[src/rtl/dmem_arbiter_pkg.sv]
// dmem_arbiter_pkg: data-memory types, request struct and address helper shared by the arbiter files
package dmem_arbiter_pkg;
  localparam int DMEM_ADDR_W = 15;
  localparam int DMEM_PORTS = 2;
  typedef logic [DMEM_ADDR_W-1:0] MemAddr;
  typedef logic [31:0] BasicData;
  typedef logic [3:0] ByteEn;
  typedef struct packed {
    logic     write;
    BasicData addr;
    BasicData wdata;
    ByteEn    byteEn;
  } DMemReq;
  function automatic BasicData byteToWordAddr(input BasicData a);
    return {2'b00, a[31:2]};
  endfunction
endpackage

[src/rtl/dmem_arbiter_grant.sv]
// dmem_arbiter_grant: per-cycle grant between the two data-memory requesters
// DMEM_ARB_RR_EN selects round-robin; otherwise port 0 priority with port-1 anti-starvation
module dmem_arbiter_grant
  import dmem_arbiter_pkg::*;
#(
  parameter int MAX_WAIT = 8
) (
  input  logic                  clk,
  input  logic                  rst_n,
  input  logic [DMEM_PORTS-1:0] i_valid,
  output logic                  o_gnt_valid,
  output logic                  o_gnt_idx
);
  logic w_contest, w_p1_wins;
  assign w_contest = &i_valid;
`ifdef DMEM_ARB_RR_EN
  logic r_rr_last;
  assign w_p1_wins = ~r_rr_last;
  always_ff @(posedge clk or negedge rst_n)
    if (!rst_n) r_rr_last <= 1'b1;
    else if (o_gnt_valid) r_rr_last <= o_gnt_idx;
`else
  localparam int CW = MAX_WAIT > 2 ? $clog2(MAX_WAIT) : 1;
  logic [CW-1:0] r_wait1;
  assign w_p1_wins = r_wait1 == CW'(MAX_WAIT - 1);
  // o_gnt_idx high implies port 1 was valid and won, so the wait is over
  always_ff @(posedge clk or negedge rst_n)
    if (!rst_n) r_wait1 <= '0;
    else r_wait1 <= (!i_valid[1] || o_gnt_idx) ? '0 :
                    (r_wait1 == CW'(MAX_WAIT - 1)) ? r_wait1 : r_wait1 + CW'(1);
`endif
  assign o_gnt_idx   = w_contest ? w_p1_wins : i_valid[1];
  assign o_gnt_valid = rst_n & (|i_valid);
endmodule

[src/rtl/dmem_arbiter.sv]
// dmem_arbiter: shares the single data memory between the LSU (port 0) and the loader/debug master (port 1)
// DMEM_ARB_RR_EN selects round-robin arbitration instead of fixed priority with anti-starvation
module dmem_arbiter
  import dmem_arbiter_pkg::*;
#(
  parameter int ADDR_W   = DMEM_ADDR_W,
  parameter int MAX_WAIT = 8
) (
  input  logic                       clk,
  input  logic                       rst_n,
  input  logic [DMEM_PORTS-1:0]      reqValid,
  input  logic [DMEM_PORTS-1:0]      reqWrite,
  input  logic [DMEM_PORTS-1:0][31:0] reqAddr,
  input  logic [DMEM_PORTS-1:0][31:0] reqWData,
  input  logic [DMEM_PORTS-1:0][3:0] reqByteEn,
  output logic [DMEM_PORTS-1:0]      reqReady,
  output logic [DMEM_PORTS-1:0]      rspValid,
  output logic [31:0]                rspData,
  output logic [3:0]                 memWEnable,
  output logic [ADDR_W-1:0]          memWAddr,
  output logic [ADDR_W-1:0]          memRAddr,
  output logic [31:0]                memRowAddr,
  output logic [31:0]                memWData,
  input  logic [31:0]                memRData
);
  DMemReq            w_req;
  logic              w_gnt_valid, w_gnt_idx, w_st, w_ld;
  logic [ADDR_W-1:0] w_word, r_waddr, r_raddr;
  logic              r_rd_pending, r_rd_owner;
  dmem_arbiter_grant #(.MAX_WAIT(MAX_WAIT)) u_grant (
    .clk         (clk),
    .rst_n       (rst_n),
    .i_valid     (reqValid),
    .o_gnt_valid (w_gnt_valid),
    .o_gnt_idx   (w_gnt_idx)
  );
  assign w_req  = w_gnt_idx ? {reqWrite[1], reqAddr[1], reqWData[1], reqByteEn[1]}
                            : {reqWrite[0], reqAddr[0], reqWData[0], reqByteEn[0]};
  assign w_word = ADDR_W'(byteToWordAddr(w_req.addr));
  assign w_st   = w_gnt_valid & w_req.write;
  assign w_ld   = w_gnt_valid & ~w_req.write;
  // read owner travels one stage alongside the memory's read latency
  always_ff @(posedge clk or negedge rst_n)
    if (!rst_n) begin
      r_rd_pending <= 1'b0;
      r_rd_owner   <= 1'b0;
      r_waddr      <= '0;
      r_raddr      <= '0;
    end else begin
      r_rd_pending <= w_ld;
      r_rd_owner   <= w_gnt_idx;
      if (w_st) r_waddr <= w_word;
      if (w_ld) r_raddr <= w_word;
    end
  assign reqReady   = {w_gnt_idx, ~w_gnt_idx} & {2{w_gnt_valid}};
  assign rspValid   = {r_rd_owner, ~r_rd_owner} & {2{r_rd_pending}};
  assign rspData    = r_rd_pending ? memRData : '0;
  assign memWEnable = w_st ? w_req.byteEn : 4'h0;
  assign memWAddr   = w_st ? w_word : r_waddr;
  assign memRAddr   = w_ld ? w_word : r_raddr;
  assign memRowAddr = w_gnt_valid ? w_req.addr : '0;
  assign memWData   = w_st ? w_req.wdata : '0;
endmodule

[config.mk]
export PLATFORM = sky130hd
export DESIGN_NAME = dmem_arbiter
export DESIGN_NICKNAME = d
export VERILOG_FILES = /design/src/rtl/dmem_arbiter_pkg.sv /design/src/rtl/dmem_arbiter_grant.sv /design/src/rtl/dmem_arbiter.sv
export SDC_FILE = /design/constraint.sdc
export NUM_CORES = 1
export LEC_CHECK = 0
export CORE_ASPECT_RATIO = 0.9
export CORE_MARGIN = 10
export CORE_UTILIZATION = 25
export DETAILED_ROUTE_END_ITERATION = 8
export PLACE_DENSITY = 0.86
export RECOVER_POWER = 50
export SLEW_MARGIN = 20
export SYNTH_ARGS = -nofsm -noshare
export SYNTH_HDL_FRONTEND = slang
export SYNTH_SLANG_ARGS = --single-unit
[constraint.sdc]
create_clock -name clk -period 2.5 [get_ports clk]
set_clock_uncertainty 0.05 [all_clocks]
set_input_delay 0.375 -clock clk [delete_from_list [all_inputs] [get_ports clk]]
set_output_delay 0.375 -clock clk [all_outputs]
set_load 0.01 [all_outputs]
# Word-level counts from Yosys, hierarchy flattened
# Cells that the tools add are included.
# word_totals
inputBits,174
elab_cells,30
register_bits,35
# classes
reduce_logical,4
mux,10
eq_ne,2
n_bitwise,8
n_addsub,1
# ops
operator,n
2-to-1 mux 32 bit,3
2-to-1 mux 69 bit,1
2-to-1 mux 15 bit,2
2-to-1 mux 3 bit,2
bitwise AND 2 bit,2
2-to-1 mux 4 bit,1
adder 3 x 1 -> 3 bit (second input constant),1
bitwise AND 1 bit,3
equality test 3 bit (second input constant),1
inverter 1 bit,3
!= test 2 bit (second input constant),1
AND reduction 2 bit,1
OR reduction 2 bit,1
zero test 1 bit,1
logical OR 1 bit,1
2-to-1 mux 1 bit,1

# Longest topological paths before layout
# Gate-level depths: netlist (run 1).
# depth
depth_word,6
ltp_mapped,9
mapped_depth_nobuf,6

# Hierarchy
# A second synthesis (run 1) with hierarchy kept.
# hier_totals
cells_unflattened,272
hier_area_um2,2765.2
# by_module_without_submodules
module,cells_each,instances,area_each_um2
dmem_arbiter,260,1,2612.5
dmem_arbiter_grant,12,1,152.6

# Least setup slack after synthesis (run 1)
# No wires, ideal clock.
# synth_timing
kind,reg-to-output
startpoint,register u_grant.r_wait1[0]
endpoint,output memWAddr[13]
arrival_time_ns,2.012
setup_slack_ns,0.063
path_stages_with_launch,9
t_required_ns,2.075
path_cell_list,dfrtp_1 > ha_1 > ha_1 > nand2b_1 > and2_4 > buf_6 > a31oi_4 > buf_4 > mux2_1
# synth_between
elab_chain_cells,5
# synth_lines
element,line,rtl
start: declaration,dmem_arbiter_grant.sv:24,logic [CW-1:0] r_wait1;
start signal: assignment,dmem_arbiter_grant.sv:29,else r_wait1 <= (!i_valid[1] || o_gnt_idx) ? '0 :
equality test 3 bit (*),dmem_arbiter_grant.sv:25,assign w_p1_wins = r_wait1 == CW'(MAX_WAIT - 1);
2-to-1 mux 1 bit (*),dmem_arbiter_grant.sv:32,assign o_gnt_idx = w_contest ? w_p1_wins : i_valid[1];
2-to-1 mux 69 bit (*),dmem_arbiter.sv:37,"assign w_req = w_gnt_idx ? {reqWrite[1], reqAddr[1], reqWData[1], reqByteEn[1]}"
bitwise AND 1 bit,dmem_arbiter.sv:40,assign w_st = w_gnt_valid & w_req.write;
2-to-1 mux 15 bit (*),dmem_arbiter.sv:59,assign memWAddr = w_st ? w_word : r_waddr;
end: declaration,dmem_arbiter.sv:20,"output logic [ADDR_W-1:0] memWAddr,"
# Every way passes the cells marked *; elsewhere a longest branch is shown, timed or not.

# Worst setup path after layout (run 1)
# layout_timing
startpoint,register u_grant.r_wait1[0]
endpoint,output memRAddr[12]
# layout_between
elab_chain_cells,6
# layout_lines
element,line,rtl
equality test 3 bit (*),dmem_arbiter_grant.sv:25,
2-to-1 mux 1 bit (*),dmem_arbiter_grant.sv:32,
2-to-1 mux 69 bit (*),dmem_arbiter.sv:37,
inverter 1 bit,dmem_arbiter.sv:41,assign w_ld = w_gnt_valid & ~w_req.write;
bitwise AND 1 bit,dmem_arbiter.sv:41,
2-to-1 mux 15 bit (*),-,
end: declaration,dmem_arbiter.sv:21,"output logic [ADDR_W-1:0] memRAddr,"
# Marked as above.

==> results.md, run 1 <==
* Status: finished, violations left
* Failing checks: negative setup slack
* Adder-Cell Fraction of Synth Area at 1.447%
* Die height at 116.6 µm
* Simple-Gate Fraction of Synth Area at 24.89%
* Final nets at 838
* R2R setup slack at 230 ps
* Hold WS at 439.4 ps
* Routability congestion estimate at 0.8653
* Largest family of logic cells by synthesized area: simple AND/OR/NAND/NOR gates
* Post-cts hold buffer count at 0
* Hold Path Class: reg2reg
* Largest net degree at the start of global routing at 37
* Pwr Density at 419.6 nW/µm²
* Die width at 127.4 µm
* DR pass1 iterations at 5
* Post-route insts no fill at 792
* Detailed Route WL at 16.85 mm
* Slew Viols, Final at 0
* Mapped cell area at 2594 µm²
* Xor/xnor share of the synthesized area at 0%
* Synthesis-to-layout area growth at 164.1%
* Initial antenna violation count at 0
* Post-placement cell count at 735
* Max frequency at 0.3542 GHz
* Rel. slew slack at 39.67%
* Worst setup EP type: primary output
* CTS root buf: clkbuf_16
* Slew @ Worst Pin at 905.0 ps
* Storage element area at 875.8 µm²
* Max-Cap Viols at 0
* Vias/cell at 4.652
* Unique masters post-synth at 25
* Setup TNS at -11350 ps
* VDD IR-drop max at 0.3487 mV
* Fin util at 67.12%
* Slowest library cell on the worst path: dfrtp_1
* Syn_nets at 477
* Synth Area in Compound Gates at 14.91%
* Worst path max stage delay at 410 ps
* Mapped Cells at 300
* Die area at 14850 µm²
* Num CTS Buffers at 5
* Crit path time final at 2823 ps
* CP Class: reg2out
* Clock-pin slew on the worst setup and hold paths at 60 ps
* DR DRC count at 0
* Layout filler cell count at 784
* Port-buffer cells at 307
* First-pass GRT wire length at 23.23 mm
* Critical-path maximum fanout at 4
* Worst-path cell chain: ha_4 > ha_4 > nand2b_4 > and2_4 > a32oi_4 > clkbuf_16 > buf_6 > mux2_4 > buf_6
* Vias at 3684
* Iter 0 DRT Violations at 163
* # clock sinks at 35
* RSZ-0062 raised after global routing: yes
* Initial Utilization at 25.42%
* #FFs+latches synth at 35
* Hold wc startpoint: u_grant.r_wait1[0]
* Core area at 10200 µm²
* Crit path buf inv count at 3
* Final hold vios at 0
* Type of origin of the critical path: register
* H-tree Lvls at 2
* Post-route setup slack at -323.5 ps
* Top Family by Delay on Critical Path: buffers and inverters
* Sequential element share of the synthesized area at 33.77%
* Clk_lat worst skew at 270 ps
* Vias in the first global route at 3991
* Tcrit/Tclk final at 112.9%
* Row cnt at 35
* Critical Path RT at 2080 ps
* Final instance area at 6849 µm²
* Total Routing Usage GR at 19.77%
* Mux contribution to synthesized area at 19.54%
* Lkg Pwr at 3.202 nW
* Antenna viol nets, final at 0
* Drt wl/cell at 21.28 µm
* Hold path depth at 1
* Area of the multi-input gates at 1971 µm²
* IO Pins at 308
* Final setup violation count at 74
* WP data arrival at 2400 ps
* Reg2Reg Launch Point: u_grant.r_wait1[0]
* Clk buf depth at 2
* Share of cells above drive strength 1 at 40.18%
* Post-DP HPWL at 12.35 mm
* Grt ovf at 0
* R2r endpoint: r_raddr[12]
* Reg2Reg Depth at 9
* Cell Area, Placed at 5961 µm²
* Syn avg cell area at 8.646 µm²
* Syn. warnings at 0
* Hold Crit Endpoint: u_grant.r_wait1[0]
* CTS tree: built
[repair_timing]
| action | 4_1_cts | 5_1_grt |
|---|---|---|
| gates resized for setup | 330 | 230 |
| buffers inserted | 16 | 30 |
| gates cloned | 2 | 5 |
| setup endpoints to repair | 100 | 99 |
| pin swaps | 5 | 9 |
[power breakdown]
part | total, W | internal, W | switching (W)
sequential | 0.000722 | 0.000678 | 0.0000440
clock | 0.000728 | 0.000474 | 0.000254
combinational | 0.00142 | 0.000893 | 0.000530
[cells in the mapped netlist]
| cell | instances | area (µm²) |
|---|---|---|
| a21boi_0 | 1 | 7.510 |
| a21boi_1 | 1 | 7.510 |
| a21oi_1 | 36 | 180.2 |
| a22o_1 | 17 | 148.9 |
| a31oi_4 | 1 | 21.27 |
| a32oi_2 | 1 | 16.27 |
| and2_1 | 36 | 225.2 |
| and2_4 | 1 | 8.760 |
| and3_1 | 2 | 12.51 |
| buf_1 | 1 | 3.750 |
| buf_2 | 5 | 25.02 |
| buf_4 | 4 | 30.03 |
| buf_6 | 3 | 33.78 |
| clkbuf_1 | 10 | 37.54 |
| dfrtp_1 | 35 | 875.8 |
| ha_1 | 3 | 37.54 |
| inv_1 | 3 | 11.26 |
| mux2_1 | 11 | 123.9 |
| mux2_2 | 34 | 382.9 |
| nand2_1 | 74 | 277.8 |
| nand2b_1 | 1 | 6.260 |
| nor2_1 | 1 | 3.750 |
| nor2b_1 | 17 | 106.4 |
| nor3_1 | 1 | 5.000 |
| o21ai_0 | 1 | 5.000 |
[flip-flops by register name, summed over array words and instances, names as in the netlist]
name             count
r_raddr             15
r_waddr             15
u_grant.r_wait1      3
r_rd_owner           1
r_rd_pending         1
[layer usage]
metal	routed length (µm)	GRT usage, %	vias up
met2	8855	36.30	188
met5	0	0	-
li1	-	-	1730
met4	293	5.004	0
met1	6079	21.12	1744
met3	1625	6.987	22
[worst reg2reg max path, cell delays in order, from the launching register on]
cell and delay (ps):
dfrtp_1 410, ha_4 180, ha_4 150, nand2b_4 170
and2_4 180, a32oi_4 300, clkbuf_16 210, buf_6 100
mux2_4 310, buf_4 130
[through the flow]
| step | setup slack (ps) | total power (W) |
|---|---|---|
| global placement | -392.7 | 0.001865 |
| detailed placement | -438.5 | 0.001892 |
| floorplan | 62.62 | 0.001111 |
| CTS | -358.7 | 0.002746 |
| global route | -402.8 | 0.003015 |
| finish | -323.5 | 0.002874 |
[cells by family (layout without fill, tap and decap cells)]
group | after synthesis | after routing
other | 0 | 1
AO/OA/AOI/OAI | 58 | 58
adder cells (fa/ha/maj) | 3 | 3
buffers and inverters | 26 | 388
AND/OR/NAND/NOR | 133 | 133
flip-flops | 35 | 35
multiplexers | 45 | 45
[cells in the final DEF, fill, tap and decap left out]
master,n
clkinvlp_4,1
dfrtp_1,35
ha_1,1
buf_8,6
clkdlybuf4s50_1,206
inv_6,1
inv_1,3
buf_12,12
nor2_1,1
and2_1,35
and3_1,1
nor3_1,1
clkbuf_16,9
dlymetal6s2s_1,1
clkbuf_1,2
nand2_1,73
bufinv_16,1
and2_4,2
a31oi_4,1
a21oi_4,2
clkbuf_2,17
ha_4,2
a21boi_0,1
nor2b_1,17
a22o_1,17
diode_2,1
a32oi_4,1
buf_6,52
o21ai_1,1
buf_2,43
and3_4,1
clkdlybuf4s15_1,1
buf_4,33
nand2b_4,1
mux2_2,1
mux2_4,44
a21oi_2,34
nand2_8,1
a21boi_4,1
[area by class of cell]
cell class / count / share of cell area [%]
antenna: 1 / 0.03654
clock buffer: 5 / 1.827
clock inverter: 3 / 0.6759
inverter: 3 / 0.1644
multi-input combinational: 239 / 28.77
sequential: 35 / 12.79
tap: 129 / 2.357
timing repair buffer: 377 / 53.38
[worst max-delay path by stage]
| stage | from | to | slack (ps) | depth (start not counted) |
|---|---|---|---|---|
| floorplan | u_grant.r_wait1[0] | memWAddr[13] | 60 | 8 |
| global placement | reqValid[0] | memRAddr[0] | -390 | 7 |
| detailed placement | reqValid[0] | memRAddr[8] | -440 | 7 |
| CTS | u_grant.r_wait1[0] | memWAddr[0] | -360 | 8 |
| global route | u_grant.r_wait1[0] | memRAddr[14] | -400 | 9 |
| finish | u_grant.r_wait1[0] | memRAddr[12] | -320 | 9 |
Power figures use the tool's default switching activity.
==> inputs of run 2 (changes only) <==
- ABC_AREA: unset -> 1
- CORE_UTILIZATION: 25 -> 26
- REMOVE_ABC_BUFFERS: unset -> 1
==> run 2 against run 1 <==
  * The run ends with max-capacitance violations, max-slew violations left
  * Synthesized cell count is 58% higher
  * Non-clock buffer count decreased by 19
  * Design area down 6.1%
  * Wire length up 1.9%
  * Largest cell class unchanged
  * Highest routed layer unchanged
==> results.md, run 2 <==
* Vias at 4330 (+18%)
* Num CTS Buffers at 5 (unchanged)
* Rel. slew slack at -26.28% (-66 points)
* IO Pins at 308 (unchanged)
* Top Registers: r_raddr: 15 flops, r_waddr: 15 flops, u_grant.r_wait1: 3 flops
* Cell Area, Placed at 6203 µm² (+4.1%)
* Syn avg cell area at 5.845 µm² (-32%)
* Status: finished, violations left
* Largest net degree at the start of global routing at 36 (-2.7%)
* #FFs+latches synth at 35 (unchanged)
* Detailed Route WL at 17.18 mm (+1.9%)
* Unique masters post-synth at 18 (-28%)
* Async S/R FF share, synth at 100.0% (unchanged)
* Die width at 128.9 µm (+1.2%)
* Lkg Pwr at 3.432 nW (+7.2%)
* Hold Crit Endpoint: r_rd_owner
* Vias/cell at 4.601 (-1.1%)
* Clk_lat worst skew at 280 ps (about the same)
* Antenna viol nets, final at 0 (unchanged)
* Cell Int Power at 0.001657 W (-19%)
* Simple-Gate Fraction of Synth Area at 45.43% (+21 points)
* Routability congestion estimate at 0.8525 (-1.5%)
* Most common cell after layout, fill and taps aside: nand2_1
* Post-synth top cells: 249 x nand2_1, 51 x a21oi_1, 48 x nand3_1
* H-tree Lvls at 2 (unchanged)
* Post-route setup slack at 57.28 ps (+380.7 ps)
* Sequential power share at 27.6% (+2.5 points)
* # clock sinks at 35 (unchanged)
* Core area at 10330 µm² (+1.3%)
* Critical-path maximum fanout at 9 (+5)
* VDD IR-drop max at 0.3496 mV (+0.28%)
* Crit path time final at 2443 ps (-380.7 ps)
* Most frequent cells in the layout: 231 x nand2_1, 204 x clkdlybuf4s50_1, 64 x buf_2
* Mapped Cells at 475 (+58%)
* Type of origin of the critical path: register
* Synthesis-to-layout area growth at 131.6%
* Reg2Reg Launch Point: u_grant.r_wait1[0]
* Final setup violation count at 0 (-100%)
* Syn. warnings at 0 (unchanged)
* Adder-Cell Fraction of Synth Area at 1.352% (-0.095 points)
* Area leader, netlist: nand2_1
* Total Routing Usage GR at 20.48% (+0.72 points)
* Sequential element share of the synthesized area at 31.55% (-2.2 points)
* WP data arrival at 2020 ps (-380 ps)
* Post-route insts no fill at 941 (+19%)
* Die area at 15220 µm² (+2.4%)
* Clock-pin slew on the worst setup and hold paths at 60 ps (about the same)
* Failing checks: max-capacitance violations, max-slew violations
* CTS root buf: clkbuf_16
* Share of cells above drive strength 1 at 23.18% (-17 points)
* R2r endpoint: r_waddr[0]
* Mux contribution to synthesized area at 0% (-20 points)
* Drt wl/cell at 18.26 µm (-14%)
* Post-placement cell count at 915 (+24%)
* Max-Cap Viols at 1 (+1)
* Initial Utilization at 26.86% (+1.4 points)
* Final nets at 987 (+18%)
* Top cell type's share of synthesized area at 33.66% (-0.10 points)
* Top-count cell post-synth: nand2_1
* Initial antenna violation count at 1 (+1)
* Post-synth EDFFs at 0 (unchanged)
* Synth Area in Compound Gates at 9.464% (-5.4 points)
* Fin util at 62.23% (-4.9 points)
* Worst setup EP type: primary output
* DR pass1 iterations at 4 (-1)
* Sw Ratio at 32.72% (+3.9 points)
* Tcrit/Tclk final at 97.71% (-15 points)
* First-pass GRT wire length at 24.95 mm (+7.4%)
* Die height at 118.0 µm (+1.2%)
* Xor/xnor share of the synthesized area at 0% (unchanged)
* Final hold vios at 0 (unchanged)
* Final instance area at 6431 µm² (-6.1%)
* Max frequency at 0.4094 GHz (+16%)
* Slew Viols, Final at 36 (+36)
* Hold wc startpoint: reqValid[0]
* Reg2Reg Depth at 13 (+4)
* Grt ovf at 0 (unchanged)
* Hold path depth at 2 (+1)
* RSZ-0062 raised after global routing: yes
* Clock Power Share at 24.4% (-0.9 points)
* Gate power share at 48.0% (-1.5 points)
* DR DRC count at 0 (unchanged)
* Worst slack at placement at -354.1 ps (+84.35 ps)
* Critical Path RT at 2080 ps (about the same)
* Mapped cell area at 2776 µm² (+7.0%)
* CTS tree: built
* Setup TNS at 0 ps (+11350 ps)
* Port-buffer cells at 307 (unchanged)
* R2R setup slack at 510 ps (+280 ps)
* Vias in the first global route at 4372 (+9.5%)
* Post-DP HPWL at 13.67 mm (+11%)
* Largest family of logic cells by synthesized area: simple AND/OR/NAND/NOR gates
* Switching power at 0.0008057 W (-2.8%)
* Hold Path Class: in2reg
* CP Class: reg2out
* Iter 0 DRT Violations at 276 (+69%)
* Clk buf depth at 2 (unchanged)
* Row cnt at 35 (unchanged)
* Primary FF master, synth: dfrtp_1
* Pwr Density at 382.9 nW/µm² (-8.8%)
* Top post-synthesis cells by area: nand2_1 34%, dfrtp_1 32%, a21oi_1 9.2%, nand3_1 8.7%, inv_1 5.8%
* Slew @ Worst Pin at 1894 ps (+989.2 ps)
==> run 2: cell count changes in the layout (fill, tap and decap cells not counted), moves of 17 or more <==
| cell | before | now |
|---|---|---|
| nand2_1 | 73 | 231 |
| a21oi_1 | 0 | 49 |
| mux2_4 | 44 | 0 |
| inv_1 | 3 | 42 |
| nand3_1 | 0 | 38 |
| and2_1 | 35 | 0 |
| buf_6 | 52 | 17 |
| a21oi_2 | 34 | 2 |
| buf_2 | 43 | 64 |
| a22o_1 | 17 | 0 |
| nand2_2 | 0 | 17 |
| nor2b_1 | 17 | 0 |
==> run 2: kinds of logic (layout without fill, tap and decap cells) <==
logic type / after synthesis / after routing
other: 0 / 1
AND/OR/NAND/NOR: 310 / 310
AO/OA/AOI/OAI: 52 / 52
flip-flops: 35 / 35
adder cells (fa/ha/maj): 3 / 3
buffers and inverters: 75 / 411
==> run 2: metrics by stage <==
stage / total power [W] / hold WS, ps
after floorplan: 0.001044 / 29.41
after global placement: 0.001847 / 371.9
after detailed placement: 0.001864 / 384.5
after CTS: 0.002401 / 117.6
after global routing: 0.002602 / 436.9
final: 0.002462 / 407.7
==> run 2: what timing repair did <==
action,in CTS,in global routing
resized for setup,361,69
pin swaps,3,13
gates cloned,3,1
setup endpoints to repair,100,95
hold buffers,0,0
setup buffers,8,6
==> run 2: routing by layer <==
metal  routed length (µm)  part of all wire [%]  global-route usage [%]
met5                    0                     0                       0
met4                  123                  0.72                   2.486
met3                 1737                    10                   6.979
met2                 9206                    54                   39.13
met1                 6113                    36                   21.30
==> run 2: cell type report <==
| type | instances | area (µm²) |
|---|---|---|
| antenna | 1 | 2.502 |
| clock buffer | 5 | 125.1 |
| clock inverter | 3 | 15.01 |
| fill | 944 | 3904 |
| inverter | 45 | 173.9 |
| multi-input combinational | 365 | 1723 |
| sequential | 35 | 875.8 |
| tap | 129 | 161.4 |
| timing repair buffer | 358 | 3354 |
==> run 2: worst max-delay path by stage <==
stage / from / to / slack, ps / cells past startpoint
2_1_floorplan: u_grant.r_wait1[0] / memWData[0] / -420 / 8
3_3_place_gp: reqValid[1] / memRAddr[8] / -370 / 9
3_5_place_dp: reqValid[0] / memWAddr[14] / -350 / 9
4_1_cts: u_grant.r_wait1[0] / memWAddr[14] / -100 / 11
5_1_grt: u_grant.r_wait1[0] / memRowAddr[24] / -20 / 12
6_report: u_grant.r_wait1[0] / memWData[5] / 60 / 11
==> run 2: power groups by stage <==
stage               Sequential, W  Clock [W]  Combinational (W)
detailed placement       0.000688          0            0.00118
CTS                      0.000678   0.000612            0.00111
global route             0.000685   0.000640            0.00128
global placement         0.000682          0            0.00117
finish                   0.000679   0.000601            0.00118
floorplan                0.000685          0           0.000359
==> run 2: critical path, cell delays in order, from the launching register on <==
cell,delay [ps]
dfrtp_1,350
ha_2,210
ha_4,130
inv_2,40
nand2_4,100
nand2_8,80
buf_4,170
inv_6,90
buf_12,130
nand2_1,50
a21oi_1,130
clkdlybuf4s15_2,240
==> inputs of run 3 (changes only) <==
- CORE_UTILIZATION: 26 -> 28
- PLACE_DENSITY: 0.86 -> 0.88
- clock period: 2.5 -> 2.6 ns (I/O delays scaled with it)
==> run 3 against run 2 <==
  * The run ends with max-capacitance violations, max-slew violations, negative setup slack left
  * Die area shrank 6.0%
  * First-iteration DRC count grew 15%
  * Sequential power shrank 3.4%
  * Wire length grew 8.8%
  * Non-clock buffer count grew 21
  * Design area grew 1.8%
  * Critical path depth grew 3
  * Worst setup slack lost 90 ps
  * Global-route usage grew 3.1 points
  * Register-to-register slack gained 70 ps
  * Critical endpoint is now memRAddr[5]
==> results.md, run 3 (synthesis gave the netlist of run 2 again) <==
* Most frequent cells in the layout: 240 x nand2_1, 204 x clkdlybuf4s50_1, 54 x buf_4
* First-pass GRT wire length at 26.86 mm (+7.7%)
* Iter 0 DRT Violations at 317 (+15%)
* Grt ovf at 0 (unchanged)
* CP Class: reg2out
* Post-route insts no fill at 964 (+2.4%)
* Routability congestion estimate at 0.9498 (+11%)
* Die height at 114.5 µm (-3.0%)
* Die area at 14300 µm² (-6.0%)
* Share of cells above drive strength 1 at 21.80% (-1.4 points)
* Lkg Pwr at 3.563 nW (+3.8%)
* Reg2Reg Depth at 14 (+1)
* # clock sinks at 35 (unchanged)
* Hold Path Class: reg2reg
* Status: finished, violations left
* H-tree Lvls at 2 (unchanged)
* Worst slack at placement at -307.2 ps (+46.85 ps)
* DR DRC count at 0 (unchanged)
* Final hold vios at 0 (unchanged)
* Clk_lat worst skew at 290 ps (about the same)
* Post-DP HPWL at 14.43 mm (+5.5%)
* Max frequency at 0.3798 GHz
* Largest net degree at the start of global routing at 36 (unchanged)
* Rel. slew slack at -28.60% (-2.3 points)
* Top Registers: r_raddr: 15 flops, r_waddr: 15 flops, u_grant.r_wait1: 3 flops
* Synthesis-to-layout area growth at 135.7%
* Antenna viol nets, final at 0 (unchanged)
* Hold WS at 427.9 ps (+20.22 ps)
* Hold path depth at 2 (unchanged)
* Failing checks: max-capacitance violations, max-slew violations, negative setup slack
* Initial Utilization at 28.75% (+1.9 points)
* Worst setup EP type: primary output
* Tcrit/Tclk final at 101.3%
* VDD IR-drop max at 0.3500 mV (about the same)
* Vias at 4574 (+5.6%)
* Die width at 125.0 µm (-3.1%)
* Post-placement cell count at 932 (+1.9%)
* Total Routing Usage GR at 23.56% (+3.1 points)
* Critical-path maximum fanout at 7 (-2)
* Crit path time final at 2633 ps
* IO Pins at 308 (unchanged)
* Slew Viols, Final at 36 (unchanged)
* CTS tree: built
* Clock-pin slew on the worst setup and hold paths at 70 ps (about the same)
* Post-cts hold buffer count at 0 (unchanged)
* Num CTS Buffers at 5 (unchanged)
* Initial antenna violation count at 3 (+2)
* Slew @ Worst Pin at 1929 ps (+34.86 ps)
* Fin util at 67.78% (+5.5 points)
* Clk buf depth at 2 (unchanged)
* Vias/cell at 4.745 (+3.1%)
* Type of origin of the critical path: register
* Port-buffer cells at 307 (unchanged)
* DR pass1 iterations at 5 (+1)
* Most common cell after layout, fill and taps aside: nand2_1
* Detailed Route WL at 18.70 mm (+8.8%)
* Post-route setup slack at -33.19 ps (-90.47 ps)
* Final nets at 1011 (+2.4%)
* Pwr Density at 356.0 nW/µm² (-7.0%)
* WP data arrival at 2190 ps (+170 ps)
* Critical Path RT at 2160 ps (+80 ps)
* Vias in the first global route at 4618 (+5.6%)
* Row cnt at 34 (-2.9%)
* Core area at 9657 µm² (-6.6%)
* RSZ-0062 raised after global routing: yes
* CTS root buf: clkbuf_8
* Drt wl/cell at 19.40 µm (+6.2%)
* Total Power at 0.002330 W (-5.4%)
* Max-Cap Viols at 1 (unchanged)
* Final setup violation count at 9 (+9)
run 3: power by group:
| group | internal (W) | total (W) | switching, W |
|---|---|---|---|
| Clock | 0.000310 | 0.000514 | 0.000204 |
| Combinational | 0.000622 | 0.00116 | 0.000538 |
| Sequential | 0.000627 | 0.000656 | 0.0000290 |
| Total | 0.00156 | 0.00233 | 0.000771 |
run 3: layer usage:
layer / wire (µm) / part of all wire (%) / global-route usage, % / up-vias
met5: 0 / 0 / 0 / -
met4: 368 / 2.0 / 6.288 / 0
met3: 1469 / 7.9 / 5.694 / 23
met2: 9725 / 52 / 43.87 / 242
met1: 7136 / 38 / 26.25 / 2121
li1: - / - / - / 2188
run 3: per-stage QoR:
stage	area [µm²]	setup TNS, ps
4_1_cts	6543	-0.1021
3_5_place_dp	6287	-18900
3_3_place_gp	6287	-14140
6_report	6545	-160.4
5_1_grt	6545	-1516
2_1_floorplan	2606	-15230
run 3: final timing paths:
| path | startpoint | to | slack, ps |
|---|---|---|---|
| max | u_grant.r_wait1[0] | memRAddr[5] | -30 |
| min | r_waddr[7] | r_waddr[7] | 430 |
| max reg2reg | u_grant.r_wait1[0] | r_raddr[10] | 580 |
| min reg2reg | r_waddr[7] | r_waddr[7] | 430 |
| max in group asynchronous | rst_n | r_waddr[3] | 660 |
| min in group asynchronous | rst_n | u_grant.r_wait1[2] | 730 |
run 3: worst max-delay path, stage by stage, from the launching register on:
cell and delay [ps]:
dfrtp_1 410, ha_4 170, ha_4 140, inv_2 40, nand2_4 70, nand2_4 90
buf_6 150, buf_6 110, nand2_4 70, nand3_4 100, buf_6 140, buf_16 130
nand2_1 50, nand2_1 70, buf_2 150
run 3: repair_timing:
action                                  in CTS  in global routing
pin swaps                                    6                  5
endpoints found under the hold margin        0                  0
endpoints found under the setup margin     100                 78
setup buffers                               13                  3
gates resized for setup                    306                 59
gates cloned                                 6                  0
run 3: final cells by class:
type                       instances  area [µm²]
antenna                            3       7.507
clock buffer                       6       82.58
timing repair inverter             3       22.52
multi-input combinational        365        1718
tap                              126       157.7
clock inverter                     2       35.03
timing repair buffer             379        3475
fill                             815        3112
sequential                        35       875.8
inverter                          45       171.4
